==> config.mk <==
export PLATFORM = sky130hd
export DESIGN_NAME = trisc3_mc
export DESIGN_NICKNAME = d
export VERILOG_FILES = /design/src/rtl/trisc3_mc.sv
export SDC_FILE = /design/constraint.sdc
export NUM_CORES = 2
export LEC_CHECK = 0
export ABC_CLOCK_PERIOD_IN_PS = 7000
export BUFFER_PORTS_ARGS = -buffer_cell sky130_fd_sc_hd__clkbuf_2
export CAP_MARGIN = 0
export CORE_MARGIN = 10
export CORE_UTILIZATION = 58
export DETAILED_ROUTE_END_ITERATION = 10
export HOLD_SLACK_MARGIN = 0.08
export PLACE_DENSITY = 0.83
export SYNTH_ARGS = -nofsm -noshare
export SYNTH_HDL_FRONTEND = slang
export SYNTH_SLANG_ARGS = --single-unit
==> constraint.sdc <==
create_clock -name clk -period 7 [get_ports clk]
set_clock_uncertainty 0.1 [all_clocks]
set_input_delay 0 -clock clk [delete_from_list [all_inputs] [get_ports clk]]
set_output_delay 0 -clock clk [all_outputs]
set_load 0.01 [all_outputs]
==> src/rtl/trisc3_mc.sv <==
// trisc3_mc: multi-cycle T-RISC core (Nios-II subset) with req/ack instruction and data
// memories and NIO byte-wide I/O ports mapped at or above IO_BASE.
module trisc3_mc #(
    parameter int unsigned AW      = 14,
    parameter int unsigned IO_BASE = 16384,
    parameter int unsigned NIO     = 4
) (
    input  logic                 clk,
    input  logic                 reset,
    output logic                 imem_req,
    output logic [AW-3:0]        imem_addr,
    input  logic [31:0]          imem_rdata,
    input  logic                 imem_ack,
    output logic                 dmem_req,
    output logic                 dmem_we,
    output logic [AW-3:0]        dmem_addr,
    output logic [31:0]          dmem_wdata,
    input  logic [31:0]          dmem_rdata,
    input  logic                 dmem_ack,
    input  logic [8*NIO-1:0]     in_port,
    output logic [8*NIO-1:0]     out_port,
    output logic                 illegal
);
    localparam int unsigned PW = (NIO > 1) ? $clog2(NIO) : 1;
    localparam int unsigned SW = PW + 3;

    localparam logic [5:0] OP_CALL = 6'h00, OP_JMPI = 6'h01, OP_ADDI = 6'h04, OP_BR    = 6'h06;
    localparam logic [5:0] OP_ANDI = 6'h0C, OP_ORI  = 6'h14, OP_STW  = 6'h15, OP_LDW   = 6'h17;
    localparam logic [5:0] OP_XORI = 6'h1C, OP_BNE  = 6'h1E, OP_BEQ  = 6'h26, OP_ORHI  = 6'h34;
    localparam logic [5:0] OP_STWIO = 6'h35, OP_LDWIO = 6'h37, OP_RTYPE = 6'h3A;
    localparam logic [5:0] X_RET = 6'h05, X_JMP = 6'h0D, X_AND = 6'h0E, X_OR = 6'h16;
    localparam logic [5:0] X_XOR = 6'h1E, X_ADD = 6'h31, X_SUB = 6'h39;

    typedef enum logic [1:0] {S_FETCH, S_EXEC, S_MEM} state_t;

    function automatic logic f_legal(input logic [31:0] ir);
        logic ok;
        ok = 1'b0;
        case (ir[5:0])
            OP_CALL, OP_JMPI, OP_ADDI, OP_BR, OP_ANDI, OP_ORI, OP_STW, OP_LDW,
            OP_XORI, OP_BNE, OP_BEQ, OP_ORHI, OP_STWIO, OP_LDWIO: ok = 1'b1;
            OP_RTYPE: begin
                case (ir[16:11])
                    X_RET, X_JMP, X_AND, X_OR, X_XOR, X_ADD, X_SUB: ok = 1'b1;
                    default: ok = 1'b0;
                endcase
            end
            default: ok = 1'b0;
        endcase
        return ok;
    endfunction

    state_t         r_state, w_state_nxt;
    logic [AW-1:0]  r_pc, w_pc_nxt, w_pc4, w_btgt, w_jtgt;
    logic [31:0]    r_ir;
    logic [31:0]    r_rf [32];
    logic [8*NIO-1:0] r_out;
    logic           r_imem_req, r_dmem_req, r_dmem_we, r_illegal;
    logic [AW-3:0]  r_dmem_addr;
    logic [31:0]    r_dmem_wdata;

    logic [5:0]     w_op, w_opx;
    logic [4:0]     w_a, w_b, w_c, w_rf_wa;
    logic [15:0]    w_imm16;
    logic [31:0]    w_imm32, w_ra, w_rb, w_dma, w_rf_wd;
    logic           w_io, w_rf_we, w_out_we, w_ir_ld, w_mem_ld, w_mem_st;
    logic [29:0]    w_pofs;
    logic [PW-1:0]  w_pidx;
    logic [SW-1:0]  w_psel;
    logic [7:0]     w_in_byte;

    // Instruction field decode and operand fetch
    assign w_op      = r_ir[5:0];
    assign w_a       = r_ir[31:27];
    assign w_b       = r_ir[26:22];
    assign w_c       = r_ir[21:17];
    assign w_opx     = r_ir[16:11];
    assign w_imm16   = r_ir[21:6];
    assign w_imm32   = (w_op == OP_ORHI) ? {w_imm16, 16'h0000} : {{16{w_imm16[15]}}, w_imm16};
    assign w_ra      = r_rf[w_a];
    assign w_rb      = r_rf[w_b];
    assign w_pc4     = r_pc + AW'(4);
    assign w_btgt    = w_pc4 + w_imm32[AW-1:0];
    assign w_jtgt    = {r_ir[AW+3:6], 2'b00};
    assign w_dma     = w_ra + w_imm32;
    assign w_io      = (w_dma >= 32'(IO_BASE));
    assign w_pofs    = w_dma[31:2] - 30'(IO_BASE / 4);
    assign w_pidx    = PW'(w_pofs % 30'(NIO));
    assign w_psel    = {w_pidx, 3'b000};
    assign w_in_byte = in_port[w_psel +: 8];

    always_ff @(posedge clk or negedge reset) begin
        if (!reset) r_state <= S_FETCH;
        else        r_state <= w_state_nxt;
    end

    // Next state, pc, register-file and port write control
    always_comb begin
        w_state_nxt = r_state;
        w_pc_nxt    = r_pc;
        w_rf_we     = 1'b0;
        w_rf_wa     = w_b;
        w_rf_wd     = '0;
        w_out_we    = 1'b0;
        w_ir_ld     = 1'b0;
        w_mem_ld    = 1'b0;
        w_mem_st    = 1'b0;
        case (r_state)
            S_FETCH: begin
                if (imem_ack) begin
                    w_ir_ld     = 1'b1;
                    w_state_nxt = S_EXEC;
                end
            end
            S_EXEC: begin
                w_state_nxt = S_FETCH;
                w_pc_nxt    = w_pc4;
                case (w_op)
                    OP_CALL: begin
                        w_pc_nxt = w_jtgt;
                        w_rf_we  = 1'b1;
                        w_rf_wa  = 5'd31;
                        w_rf_wd  = 32'(w_pc4);
                    end
                    OP_JMPI: w_pc_nxt = w_jtgt;
                    OP_ADDI: begin w_rf_we = 1'b1; w_rf_wd = w_ra + w_imm32; end
                    OP_ANDI: begin w_rf_we = 1'b1; w_rf_wd = w_ra & w_imm32; end
                    OP_ORI, OP_ORHI: begin w_rf_we = 1'b1; w_rf_wd = w_ra | w_imm32; end
                    OP_XORI: begin w_rf_we = 1'b1; w_rf_wd = w_ra ^ w_imm32; end
                    OP_BR:   w_pc_nxt = w_btgt;
                    OP_BEQ:  if (w_ra == w_rb) w_pc_nxt = w_btgt;
                    OP_BNE:  if (w_ra != w_rb) w_pc_nxt = w_btgt;
                    OP_STW, OP_STWIO: begin
                        if (w_io) begin
                            w_out_we = 1'b1;
                        end else begin
                            w_state_nxt = S_MEM;
                            w_pc_nxt    = r_pc;
                            w_mem_ld    = 1'b1;
                            w_mem_st    = 1'b1;
                        end
                    end
                    OP_LDW, OP_LDWIO: begin
                        if (w_io) begin
                            w_rf_we = 1'b1;
                            w_rf_wd = {24'h0, w_in_byte};
                        end else begin
                            w_state_nxt = S_MEM;
                            w_pc_nxt    = r_pc;
                            w_mem_ld    = 1'b1;
                        end
                    end
                    OP_RTYPE: begin
                        w_rf_wa = w_c;
                        case (w_opx)
                            X_RET: w_pc_nxt = {r_rf[31][AW-1:2], 2'b00};
                            X_JMP: w_pc_nxt = {w_ra[AW-1:2], 2'b00};
                            X_AND: begin w_rf_we = 1'b1; w_rf_wd = w_ra & w_rb; end
                            X_OR:  begin w_rf_we = 1'b1; w_rf_wd = w_ra | w_rb; end
                            X_XOR: begin w_rf_we = 1'b1; w_rf_wd = w_ra ^ w_rb; end
                            X_ADD: begin w_rf_we = 1'b1; w_rf_wd = w_ra + w_rb; end
                            X_SUB: begin w_rf_we = 1'b1; w_rf_wd = w_ra - w_rb; end
                            default: ;
                        endcase
                    end
                    default: ;
                endcase
            end
            S_MEM: begin
                if (dmem_ack) begin
                    w_state_nxt = S_FETCH;
                    w_pc_nxt    = w_pc4;
                    if (!r_dmem_we) begin
                        w_rf_we = 1'b1;
                        w_rf_wd = dmem_rdata;
                    end
                end
            end
            default: w_state_nxt = S_FETCH;
        endcase
    end

    // Datapath registers; r0 is never written so it always reads zero
    always_ff @(posedge clk or negedge reset) begin
        if (!reset) begin
            r_pc         <= '0;
            r_ir         <= '0;
            r_out        <= '0;
            r_imem_req   <= 1'b1;
            r_dmem_req   <= 1'b0;
            r_dmem_we    <= 1'b0;
            r_dmem_addr  <= '0;
            r_dmem_wdata <= '0;
            r_illegal    <= 1'b0;
            for (int i = 0; i < 32; i++) r_rf[i] <= '0;
        end else begin
            r_pc       <= w_pc_nxt;
            r_imem_req <= (w_state_nxt == S_FETCH);
            r_dmem_req <= (w_state_nxt == S_MEM);
            r_illegal  <= w_ir_ld && !f_legal(imem_rdata);
            if (w_ir_ld) r_ir <= imem_rdata;
            if (w_rf_we && (w_rf_wa != 5'd0)) r_rf[w_rf_wa] <= w_rf_wd;
            if (w_out_we) r_out[w_psel +: 8] <= w_rb[7:0];
            if (w_mem_ld) begin
                r_dmem_we    <= w_mem_st;
                r_dmem_addr  <= w_dma[AW-1:2];
                r_dmem_wdata <= w_rb;
            end
        end
    end

    assign imem_req   = r_imem_req;
    assign imem_addr  = r_pc[AW-1:2];
    assign dmem_req   = r_dmem_req;
    assign dmem_we    = r_dmem_we;
    assign dmem_addr  = r_dmem_addr;
    assign dmem_wdata = r_dmem_wdata;
    assign out_port   = r_out;
    assign illegal    = r_illegal;
endmodule

==> results.txt <==
CTS tree -> done
port bufs -> 191
Fin. Hold Viols -> 0
Inst Count DP -> 7135
Layout Cells excl Fill -> 7504
crit path max fanout -> 14
Avg WL per Cell -> 34.75 um
Row Count -> 128
largest cells by area after synthesis -> dfrtp_1, mux4_2, mux2_2, mux2_4, ha_1
maximum vdd drop -> 0.3477 mV
Layout area overhead -> 17.08%
worst hold path type -> primary input to flip-flop
power per cell area -> 415.5 nW/um^2
Seq/Total Area, Yosys -> 40.21%
# DRC -> 0
Avg Inst Size Synth -> 13.46 um^2
Yosys warnings -> 0
GRT overflow -> 0
placed inst area -> 78060 um^2
GPL Wtd Cong -> 1.007
Synth Instances -> 5326
Final period util -> 98.54%
Yosys top cell by area -> dfrtp_1
Yosys cell types -> 92
total die area -> 138100 um^2
pin count of the biggest net entering global routing -> 205
prevailing post-synth register cell -> dfrtp_1
die height -> 371.6 um
final instance area -> 83950 um^2
met3 WL -> 33.01 mm
minimum clock period -> 6.898 ns
max layer used -> met5
WP data required -> 7.55 ns
Post-Syn Area -> 71700 um^2
die width -> 371.6 um
Post-synth ARST share -> 100.0%
Leakage -> 35.04 nW
Post-synth EDFFs -> 0
vias in the first global route -> 56110
Max Freq -> 0.1450 GHz
via count -> 54490
worst slew pin tran -> 1.162 ns
initial antenna violation count -> 8
crit end category -> flip-flop
met2 WL -> 119.5 mm
Clock Tree Root -> clkbuf_16
status -> completed
DR pass1 iterations -> 8
post-DP HPWL -> 165.4 mm
total wire length -> 260.8 mm
CTS Buf Count -> 114
number of synthesized register bits -> 1152
first-pass GRT wire length -> 380.0 mm
gr usage total -> 36.89%
clock sinks -> 1152
top post-synthesis cells by count -> dfrtp_1, mux2_2, mux4_2
worst path arrival time -> 7.45 ns
Worst-path clk slew -> 0.07 ns
top-count cell post-synth -> dfrtp_1
share of layout cells above drive strength 1 -> 45.78%
Starting Density -> 58.60%
H-tree level count -> 3
Iter 0 DRT Violations -> 7573
final setup fails -> 0
# Max-Cap Violations -> 0
Worst-Skew Late Latency -> 0.79 ns
syn_nets -> 5609
layout net count -> 6066
vias per cell -> 7.261
maximum root-to-sink buffer count -> 3
Startpoint Class -> flip-flop
core area -> 122400 um^2
kind of critical path -> flip-flop to flip-flop
Ports -> 192
Met1 Wirelength -> 88.02 mm
Synth top area share -> 40.17%
Final Slew Violations -> 0
Relative slew margins -> 22.53%
Routed Antenna Nets -> 0
cell type report:
class | instances | area [um^2]
multi-input cells | 3476 | 40020
fillers | 7568 | 38410
flip-flops and latches | 1152 | 28870
repair buffers | 860 | 8262
clock buffers | 153 | 3179
well taps | 1625 | 2033
clock inverters | 58 | 914.6
inverters | 179 | 671.9
diodes | 1 | 2.502
what timing repair did:
action	in CTS	in global routing
hold buffers	134	0
gates resized for setup	8	23
pin swaps	6	5
setup buffers	6	12
setup endpoints to repair	1018	990
hold endpoints to repair	1122	0
gates cloned	2	4
sequential cells by signal, indices dropped and copies added, names as in the netlist:
register    count
r_state         2
out_port       32
r_rf         1024
r_ir           32
imem_req        1
dmem_req        1
r_pc           14
dmem_wdata     32
illegal         1
dmem_we         1
dmem_addr      12
cell usage in the layout, fill, tap and decap left out, types with 19 or more instances in the layout:
| master | n |
|---|---|
| mux2_2 | 767 |
| bufinv_16 | 20 |
| clkbuf_2 | 190 |
| dlygate4sd3_1 | 133 |
| nor2_1 | 214 |
| nor3_1 | 48 |
| a22oi_1 | 27 |
| a221oi_1 | 32 |
| xnor2_1 | 47 |
| mux2i_1 | 79 |
| dfrtp_1 | 1140 |
| mux2_4 | 269 |
| a31oi_1 | 19 |
| a222oi_1 | 19 |
| clkinv_2 | 21 |
| a211oi_1 | 23 |
| xor2_1 | 20 |
| buf_4 | 382 |
| and2_1 | 32 |
| clkbuf_1 | 21 |
| a21o_1 | 39 |
| o21bai_1 | 19 |
| buf_12 | 139 |
| mux2_1 | 54 |
| nand2_1 | 205 |
| mux4_2 | 638 |
| ha_1 | 178 |
| o21ai_0 | 151 |
| clkbuf_16 | 118 |
| nand3_1 | 51 |
| inv_1 | 179 |
| a21oi_1 | 183 |
| nor2b_1 | 25 |
where the power goes:
group,total (mW),leakage (nW),switching (mW),internal (mW)
registers,9.38,14.0,1.59,7.79
logic,18.6,19.0,10.2,8.44
clock network,6.86,2.00,2.91,3.95
stage by stage:
stage | power, mW | worst slack, ns | setup TNS [ns] | util, % | hold slack [ns]
after floorplan | 20.28 | 0.09105 | 0 | - | -0.3956
after global placement | 26.38 | -0.3775 | -248.23 | 63.80 | -0.03056
after detailed placement | 26.75 | -0.5127 | -367.80 | 63.80 | -0.02835
after CTS | 34.03 | 0.02733 | 0 | 68.36 | 0.08026
after global routing | 36.11 | -0.02595 | -0.2880 | 68.60 | 0.1681
final | 34.88 | 0.1023 | 0 | 68.61 | 0.1493
cells by family (layout without fill, tap and decap cells):
group | Yosys count | count (layout) | share of synthesized area (%)
AOI/OAI and AO/OA | 721 | 722 | 7.082
xor gates and xnor gates | 67 | 67 | 0.8185
adders and majority gates | 185 | 185 | 3.263
buffers and inverters | 699 | 1250 | 4.426
DFF | 1152 | 1152 | 40.21
muxes | 1810 | 1810 | 39.71
other | 0 | 1 | 0
and+or+nand+nor | 692 | 692 | 4.487
path summary, 6_finish.rpt:
check | to | slack [ns] | from | depth (start not counted)
worst max-delay path | r_rf[983] | 0.10 | r_ir[27] | 26
worst min-delay path | r_state[1] | 0.15 | imem_ack | 5
worst max register to register | r_rf[983] | 0.10 | r_ir[27] | 26
worst min register to register | r_rf[1013] | 0.30 | r_rf[1013] | 0
max in group asynchronous | r_rf[541] | 4.97 | reset | 5
min in group asynchronous | dmem_wdata[20] | 0.42 | reset | 4
metal layers:
metal | vias to the layer above | track usage, %
met3 | 1220 | 12.06
met1 | 27710 | 44.19
met5 | - | 0.2097
li1 | 21120 | -
met2 | 4424 | 56.85
met4 | 18 | 24.58
worst max-delay path, stage by stage, from the launching register on:
cell	delay, ns
dfrtp_4	0.51
buf_12	0.21
buf_4	0.21
mux4_2	0.54
mux4_2	0.49
mux2i_2	0.33
buf_4	0.21
inv_1	0.06
ha_1	0.19
a21o_1	0.21
buf_4	0.14
a21o_1	0.16
a21oi_1	0.16
o21ai_0	0.19
a311oi_1	0.33
buf_4	0.15
o211ai_1	0.16
xnor2_1	0.17
buf_4	0.15
o21a_1	0.12
o211a_1	0.29
a31o_4	0.41
buf_12	0.20
a211oi_4	0.23
buf_12	0.17
buf_8	0.27
mux2_2	0.38
No activity file was read; power rests on OpenSTA's default activity.
